$ cat config.mk
export PLATFORM = sky130hd
export DESIGN_NAME = sht40_measure_sequencer
export DESIGN_NICKNAME = d
export VERILOG_FILES = /design/src/rtl/sht40_measure_sequencer.sv
export SDC_FILE = /design/constraint.sdc
export NUM_CORES = 1
export LEC_CHECK = 0
export CAP_MARGIN = 20
export CORE_MARGIN = 10
export CORE_UTILIZATION = 49
export DETAILED_ROUTE_END_ITERATION = 7
export PLACE_DENSITY = 0.76
export SLEW_MARGIN = 10
export SYNTH_ARGS = -nofsm -noshare
export SYNTH_HDL_FRONTEND = slang
export SYNTH_SLANG_ARGS = --single-unit
$ cat constraint.sdc
create_clock -name clk -period 3.5 [get_ports clk]
set_input_delay 0.7 -clock clk [delete_from_list [all_inputs] [get_ports clk]]
set_output_delay 0.7 -clock clk [all_outputs]
set_load 0.02 [all_outputs]
$ cat src/rtl/sht40_measure_sequencer.sv
// sht40_measure_sequencer: drives i2c_master through one SHT40 measurement per start pulse.
// Define SHT40_CRC_CHECK_EN to enable CRC-8 checking of the temperature and humidity words.
module sht40_measure_sequencer #(
    parameter logic [6:0]  SENSOR_ADDR = 7'h44,
    parameter logic [7:0]  MEAS_CMD    = 8'hFD,
    parameter int unsigned MEAS_CYCLES = 200000,
    parameter int unsigned NUM_BYTES   = 6
) (
    input  logic        clk,
    input  logic        rst,
    input  logic        start,
    output logic        busy,
    output logic [15:0] temp_raw,
    output logic [15:0] hum_raw,
    output logic        data_valid,
    output logic        crc_fail,
    output logic        Processor_Ready,
    output logic [6:0]  Peripheral_Address,
    output logic [7:0]  Command_Data_Frames,
    output logic        r_or_w,
    output logic        i2c_writes,
    output logic [3:0]  SHT_Reads,
    output logic        CRC_Error,
    input  logic        Frames_Read,
    input  logic [7:0]  Data_Received,
    input  logic [3:0]  Output_Received_Counter,
    input  logic [2:0]  Master_State_Out
);

    localparam int WW = (MEAS_CYCLES > 1) ? $clog2(MEAS_CYCLES) : 1;
    localparam int IW = $clog2(NUM_BYTES + 1);
    localparam logic [WW-1:0] WAIT_LAST = WW'(MEAS_CYCLES - 1);
    localparam logic [IW-1:0] LAST_IDX  = IW'(NUM_BYTES - 1);
    localparam logic [IW-1:0] T_CRC_IDX = IW'(2);
    localparam logic [IW-1:0] H_CRC_IDX = IW'(5);

    typedef enum logic [2:0] {
        IDLE, CMD_REQ, CMD_WAIT, MEAS_WAIT,
        RD_REQ, COLLECT, ABORT, DONE
    } state_t;

    state_t        state;
    logic          frames_seen;
    logic [WW-1:0] wait_cnt;
    logic [IW-1:0] idx;
    logic [3:0]    cnt_q;
    logic [31:0]   data_q;

    logic byte_in;
    logic crc_byte;
    logic last_byte;

    assign Peripheral_Address  = SENSOR_ADDR;
    assign Command_Data_Frames = MEAS_CMD;
    assign SHT_Reads           = 4'(NUM_BYTES - 1);

    // Any counter movement, including the 15->0 wrap, marks a fresh byte.
    assign byte_in   = (Output_Received_Counter != cnt_q);
    assign crc_byte  = (idx == T_CRC_IDX) || (idx == H_CRC_IDX);
    assign last_byte = (idx == LAST_IDX);

`ifdef SHT40_CRC_CHECK_EN
    function automatic logic [7:0] crc8(input logic [7:0] a, input logic [7:0] b);
        logic [7:0] c;
        c = 8'hFF ^ a;
        for (int i = 0; i < 8; i++)
            c = c[7] ? ((c << 1) ^ 8'h31) : (c << 1);
        c = c ^ b;
        for (int i = 0; i < 8; i++)
            c = c[7] ? ((c << 1) ^ 8'h31) : (c << 1);
        return c;
    endfunction

    logic crc_bad;
    // The two data bytes of the current word sit in the low half of data_q.
    assign crc_bad = (crc8(data_q[15:8], data_q[7:0]) != Data_Received);
`endif

    always_ff @(posedge clk or posedge rst) begin
        if (rst) begin
            state           <= IDLE;
            busy            <= 1'b0;
            temp_raw        <= 16'h0;
            hum_raw         <= 16'h0;
            data_valid      <= 1'b0;
            crc_fail        <= 1'b0;
            Processor_Ready <= 1'b0;
            r_or_w          <= 1'b0;
            i2c_writes      <= 1'b0;
            CRC_Error       <= 1'b0;
            frames_seen     <= 1'b0;
            wait_cnt        <= '0;
            idx             <= '0;
            cnt_q           <= 4'h0;
            data_q          <= 32'h0;
        end else begin
            data_valid <= 1'b0;
            crc_fail   <= 1'b0;
            CRC_Error  <= 1'b0;
            cnt_q      <= Output_Received_Counter;
            unique case (state)
                IDLE: begin
                    if (start && !busy) begin
                        state           <= CMD_REQ;
                        busy            <= 1'b1;
                        r_or_w          <= 1'b0;
                        i2c_writes      <= 1'b1;
                        Processor_Ready <= 1'b1;
                        frames_seen     <= 1'b0;
                    end
                end
                CMD_REQ: begin
                    if (Frames_Read)
                        frames_seen <= 1'b1;
                    if (Master_State_Out != 3'b000) begin
                        state           <= CMD_WAIT;
                        Processor_Ready <= 1'b0;
                    end
                end
                CMD_WAIT: begin
                    if ((frames_seen || Frames_Read) && Master_State_Out == 3'b000) begin
                        state    <= MEAS_WAIT;
                        wait_cnt <= '0;
                    end else if (Frames_Read) begin
                        frames_seen <= 1'b1;
                    end
                end
                MEAS_WAIT: begin
                    if (wait_cnt == WAIT_LAST) begin
                        state           <= RD_REQ;
                        r_or_w          <= 1'b1;
                        i2c_writes      <= 1'b0;
                        Processor_Ready <= 1'b1;
                    end else begin
                        wait_cnt <= wait_cnt + 1'b1;
                    end
                end
                RD_REQ: begin
                    if (Master_State_Out != 3'b000) begin
                        state           <= COLLECT;
                        Processor_Ready <= 1'b0;
                        idx             <= '0;
                    end
                end
                COLLECT: begin
                    if (byte_in) begin
                        idx <= idx + 1'b1;
                        if (!crc_byte)
                            data_q <= {data_q[23:0], Data_Received};
`ifdef SHT40_CRC_CHECK_EN
                        if (crc_byte && crc_bad) begin
                            CRC_Error <= 1'b1;
                            crc_fail  <= 1'b1;
                            state     <= ABORT;
                        end else if (last_byte) begin
                            state <= DONE;
                        end
`else
                        if (last_byte)
                            state <= DONE;
`endif
                    end
                end
                ABORT: begin
                    if (Master_State_Out == 3'b000) begin
                        state <= IDLE;
                        busy  <= 1'b0;
                    end
                end
                DONE: begin
                    temp_raw   <= data_q[31:16];
                    hum_raw    <= data_q[15:0];
                    data_valid <= 1'b1;
                    busy       <= 1'b0;
                    state      <= IDLE;
                end
            endcase
        end
    end

endmodule

==> impl_results.md <==
* Outcome: finished clean
* H-tree depth at 3
* Fin crit period at between 2 and 3 ns
* Vias in the first global route at 3022
* Post-synthesis simple-gate area fraction at 10.8%
* # clock sinks at 98
* Iteration-0 DRC Markers at 90
* Grt total ovfl at 0
* Worst Hold Class: reg -> reg
* Asr flop ratio synth at 100%
* RSZ-0062 raised after global routing: false
* R2R Setup Slk at 0.94 ns
* Final Non-Filler Cells at 542
* Crit Path Max Fanout at 18
* Final Cycle Share at between 70% and 80%
* Post-CTS Repair Setup Buffers at 0
* Most used flip-flop cell after synthesis: dfrtp_1
* Reg2reg start: state[1]
* Max-cap violations at 0
* Max_slew headroom at 54.7%
* Crit path launch type: register
* VDD IR max at 0.487 mV
* GRT Total Usage at ~14%
* Compound-Gate Fraction of Synth Area at 9.06%
* DRT Pass-1 Iters at 4
* First-pass GRT wire length at around 15000 um
* Slew Viols, Final at 0
* Cts repair resizes at 0
* Total power at approximately 4700 uW
* Met2 usage at 21.5%
* #FFs+latches synth at 98
* Die Wd at 115 um
* Largest family of logic cells by synthesized area: multiplexers
* Clock transition at path regs at about 0.1 ns
* Drt wl/cell at between 15 and 20 um
* Layout area overhead at 17.7%
* Yosys warnings at 0
* Initial antenna violation count at 0
* Drc violations at 0
* Die height at 115 um
* Count of final setup violators at 0
* Synthesized cell area at 0.00446 mm2
* Final hold vios at 0
* CTS tree: done
* Antenna diode count at 0
* RR Endpoint: wait_cnt[12]
* Share of the synthesized area in the top cell type at 54.9%
* Setup Crit Path Kind: reg -> reg
* R2R depth at 7
* Mean Syn Cell Area at approximately 12 um2
* Vias per inst at 5.62
* Cells after DPL at 526
* Clock buffer count from CTS at 9
* Fill cells at roughly 710
* Pwr Density at 885 mW/mm2
* Post-synth top area cell: dfrtp_1
* Worst Hold Depth at 1
* Initial Util at 50.7%
* Share of layout cells above drive strength 1 at 21.9%
* Post-synth EDFFs at 0
* Sequential element share of the synthesized area at 54.9%
* Worst EP required at about 3.8 ns
* Clock Latency Late Sink at 0.37 ns
* GRT met3 Usage at 3.31%
* Total wire length at 8930 um
* Ports at 77
* Hold Crit Start: r_or_w
* Global routing usage on met1 at 17.8%
* Xor/xnor cell area share of the yosys netlist at 0.981%
* Post-Route Setup TNS at 0 ns
* Core box area at 0.00881 mm2
* Root Buffer: clkbuf_8
* Tightest Pin Transition at 0.675 ns
* Die area at 0.0133 mm2
* Post-synthesis adder-cell area fraction at 1.12%
* Gpl congestion at 0.851
* Nets at roughly 450
* Routed Antenna Nets at 0
* Vias after detailed routing at 3047
* Clk_skew at around 0.012 ns
* Mux cell area share after synthesis at 16.8%
* Top post-synthesis cells by area: dfrtp_1, mux2_2, buf_4
* Leakage power at 0.00226 uW
* Max Freq at 0.390 GHz
* Longest Clk Path Bufs at 2
* Critical Path End Type: register
* Post-synthesis cell type count at 48
* Hpwl dp at 6240 um
* # rows at 34
* End of the worst hold path: r_or_w
* Gate Count Post-Synth at 375
* Busiest metal layer after global routing: met2
* Worst Setup SP: state[1]
* I/O Buffers at 55
* Pin count of the biggest net entering global routing at 51
* Post-CTS Hold Buffers at 0
* Crit path DAT at approximately 2.9 ns
final cells by class:
| type | instances | area (um2) | share of cell area (%) |
|---|---|---|---|
| Clock buffer | 9 | 124 | 2.36 |
| Clock inverter | 7 | 72.6 | 1.38 |
| Inverter | 10 | 40.0 | 0.762 |
| Multi-Input combinational cell | 249 | 1820 | 34.7 |
| Sequential cell | 98 | 2450 | 46.7 |
| Tap cell | 108 | 135 | 2.57 |
| Timing Repair Buffer | 61 | 608 | 11.6 |
cells by family (layout without fill, tap and decap cells):
kind of cell	Yosys count	count (layout)
compound gates	60	60
fa+ha+maj	4	4
other cells	2	21
mux	67	67
buf+inv	47	87
flops	98	98
simple gates	92	92
xor+xnor	5	5
sequential cells by signal (all words and copies together), names as in the netlist, 3 cells and up:
register / count
temp_raw: 16
state: 3
idx: 3
hum_raw: 16
wait_cnt: 18
data_q: 32
cnt_q: 4
per-stage QoR:
stage / hold slack [ns] / util (%) / setup slack [ns] / instance area [um2]
floorplan: 0.463 / - / 0.238 / 4530
global placement: 0.459 / 57.4 / 0.859 / 5060
detailed placement: 0.479 / 57.4 / 0.789 / 5060
CTS: 0.503 / 59.7 / 0.928 / 5250
global route: 0.530 / 59.7 / 0.664 / 5250
finish: 0.501 / 59.7 / 0.938 / 5250
power by group:
| group | leakage (uW) | switching, uW | internal (uW) |
|---|---|---|---|
| registers | 0.00120 | 415 | 1620 |
| clock network | 0.0000966 | 436 | 279 |
| logic | 0.000965 | 926 | 972 |
worst max-delay path: stages (launching register included):
cell and delay [ns]:
dfrtp_1 0.69, nand2_1 0.28, nor2_2 0.13, buf_4 0.23, o31a_1 0.56, buf_4 0.27
a41oi_1 0.13, a31oi_1 0.17
synth_stat cells, types with 2 or more instances:
library cell / number
and2_1: 2
nor2_1: 16
buf_4: 21
nand2_1: 30
nand4_1: 5
mux2_2: 65
or4_1: 2
a31oi_1: 17
and3_1: 5
dfrtp_1: 98
buf_2: 6
mux2i_1: 2
clkbuf_1: 8
nor4_1: 2
o31ai_1: 2
nor3b_1: 2
xnor2_1: 5
nand3_1: 8
or3_1: 4
o31a_1: 2
o21bai_1: 2
ha_1: 4
nor3_1: 5
o21ai_0: 13
conb_1: 2
a41oi_1: 6
nor2b_1: 3
a21oi_1: 9
inv_1: 10
per-layer routing:
metal	part of all wire (%)	routed length (um)
met1	44	3960
met2	49	4390
met3	4.9	441
met4	1.5	135
met5	0	0
how the worst max path moves through the flow:
stage                     cells past startpoint         endpoint  slack, ns
after detailed placement                      6       data_q[14]       0.79
after global routing                          7     wait_cnt[12]       0.66
after CTS                                     7     wait_cnt[12]       0.93
after global placement                        6       data_q[10]       0.86
final                                         7     wait_cnt[12]       0.94
after floorplan                               1  Processor_Ready       0.24
cells in the final DEF, fill, tap and decap left out, types with 3 or more instances in the layout:
| cell | n |
|---|---|
| ha_1 | 4 |
| or3_1 | 4 |
| buf_4 | 5 |
| conb_1 | 21 |
| and3_1 | 5 |
| dfrtp_1 | 98 |
| mux2_2 | 65 |
| a41oi_1 | 6 |
| nand3_1 | 7 |
| a31oi_1 | 17 |
| nand4_1 | 5 |
| nor2_1 | 16 |
| nor2b_1 | 3 |
| nand2_1 | 30 |
| inv_1 | 9 |
| xnor2_1 | 5 |
| clkdlybuf4s50_1 | 55 |
| a21oi_1 | 9 |
| o21ai_0 | 13 |
| nor3_1 | 5 |
| clkbuf_8 | 9 |
Note: power is estimated with default switching activity, not from simulation.
==> RTL edit, RTL diff (same settings) <==
`NUM_BYTES`: 6 -> 7.
--- a/src/rtl/sht40_measure_sequencer.sv
+++ b/src/rtl/sht40_measure_sequencer.sv
@@ -4,7 +4,7 @@
     parameter logic [6:0]  SENSOR_ADDR = 7'h44,
     parameter logic [7:0]  MEAS_CMD    = 8'hFD,
     parameter int unsigned MEAS_CYCLES = 200000,
-    parameter int unsigned NUM_BYTES   = 6
+    parameter int unsigned NUM_BYTES   = 7
 ) (
     input  logic        clk,
     input  logic        rst,
Check against the original RTL: not equivalent (a bounded check fails within 4 cycles, from zero or initial values and one cycle with rst high).
==> RTL edit against the unedited design <==
  * Count of clock-buffer cells in the layout rose by 1
  * Critical endpoint is now wait_cnt[0]
  * Sequential power is 11% lower
  * Sequential cell count unchanged
  * Setup slack got worse by 0.011 ns
  * Wire length decreased by 6.1%
  * Largest cell class unchanged
  * Total power shrank 19%
  * Die area down 1.3%
  * Area after synthesis is 1.6% lower
  * Sequential share of layout area is 0.77 points higher
  * Via count shrank 8.5%
  * Cell area fell by 1.6%
==> RTL edit: results (changes against the unedited design) <==
\begin{tabular}{lr}
\hline
Metric & Value \\
\hline
\multicolumn{2}{l}{\textbf{Status}} \\
\quad Run status & complete, no violations (unchanged) \\
\multicolumn{2}{l}{\textbf{Logic synthesis}} \\
\quad Top cells by area, synth & sky130\_fd\_sc\_hd\_\_dfrtp\_1 (56\%), sky130\_fd\_sc\_hd\_\_mux2\_2 (16\%), sky130\_fd\_sc\_hd\_\_buf\_4 (3.6\%) (was sky130\_fd\_sc\_hd\_\_dfrtp\_1 (55\%), sky130\_fd\_sc\_hd\_\_mux2\_2 (16\%), sky130\_fd\_sc\_hd\_\_buf\_4 (3.5\%)) \\
\quad Synthesized-area fraction occupied by ao, oa, aoi and oai cells & 7.38\% (was 9.06\%) \\
\quad Proportion of synthesized chip area in sequential cells & 55.8\% (was 54.9\%) \\
\quad Multiplexer share of the synthesized area & 16.7\% (was 16.8\%) \\
\quad Xor/xnor share of the synthesized area & 3.59\% (was 0.981\%) \\
\quad Unique masters post-synth & 47 (was 48) \\
\quad Share of synthesized cell area in full adder, half adder and majority cells & 1.14\% (was 1.12\%) \\
\multicolumn{2}{l}{\textbf{Pwr}} \\
\quad Largest voltage drop on the vdd net & 461 uV (was 487 uV) \\
\quad Static leakage power & 0.00231 uW (was 0.00226 uW) \\
\multicolumn{2}{l}{\textbf{Global routing}} \\
\quad Via count of the first global-routing pass & 2930 (was 3022) \\
\multicolumn{2}{l}{\textbf{Placement}} \\
\quad Number of placed cells counting well taps & 505 (was 526) \\
\quad Placed wire-length estimate after detailed placement & 5880 um (was 6240 um) \\
\quad Placer Congestion & 0.820 (was 0.851) \\
\multicolumn{2}{l}{\textbf{Route}} \\
\quad Final routed wire length divided by cell count & 16.1 um (was 16.5 um) \\
\quad Wirelength, routed & 8390 um (was 8930 um) \\
\multicolumn{2}{l}{\textbf{Worst setup path}} \\
\quad Worst-path fanout max & 12 (was 18) \\
\quad Worst path slowest cell & sky130\_fd\_sc\_hd\_\_nor2\_1 (was sky130\_fd\_sc\_hd\_\_dfrtp\_1) \\
\multicolumn{2}{l}{\textbf{Layout}} \\
\quad Proportion of layout cells with a drive suffix above 1 & 21.1\% (was 21.9\%) \\
\quad Nets@finish & 431 (was 452) \\
\hline
\end{tabular}
RTL edit: stage by stage:
| step | setup slack, ns | area [um^2] | hold slack (ns) |
|---|---|---|---|
| after global routing | 0.740 | 5170 | 0.524 |
| after floorplan | 0.238 | 4460 | 0.451 |
| after CTS | 0.901 | 5170 | 0.507 |
| after detailed placement | 0.695 | 4970 | 0.484 |
| final | 0.927 | 5170 | 0.498 |
| after global placement | 0.773 | 4970 | 0.472 |
RTL edit: area by class of cell:
| class | count | area (um^2) |
|---|---|---|
| fillers | 688 | 3550 |
| flip-flops and latches | 98 | 2450 |
| multi-input cells | 229 | 1750 |
| repair buffers | 59 | 593 |
| clock buffers | 10 | 138 |
| well taps | 108 | 135 |
| clock inverters | 6 | 57.6 |
| inverters | 11 | 43.8 |
RTL edit: metal layers:
metal,part of all wire (%),wire [um],vias up
li1,-,-,1318
met1,45,3740,1389
met2,46,3880,77
met3,8.7,733,4
met4,0.43,36,0
met5,0,0,-
RTL edit: logic make-up after synthesis:
group | after synthesis
flip-flops | 98
multiplexers | 65
AND/OR/NAND/NOR | 75
XOR/XNOR | 18
AO/OA/AOI/OAI | 46
buffers and inverters | 47
adder cells (fa/ha/maj) | 4
other | 2
RTL edit: worst min path at each step:
stage                 startpoint            to  slack (ns)  cells past startpoint
floorplan           wait_cnt[17]  wait_cnt[17]        0.45                      1
global placement      data_q[24]    data_q[24]        0.47                      1
detailed placement    data_q[30]    data_q[30]        0.48                      1
CTS                   data_q[30]    data_q[30]        0.51                      1
global route         hum_raw[14]   hum_raw[14]        0.52                      1
finish                data_q[25]    data_q[25]        0.50                      1
RTL edit: where the power goes:
part / switching, uW / internal (uW) / total, uW / leakage [uW]
registers: 316 / 1500 / 1820 / 0.00125
logic: 580 / 629 / 1210 / 0.000963
clock network: 419 / 295 / 713 / 0.000101
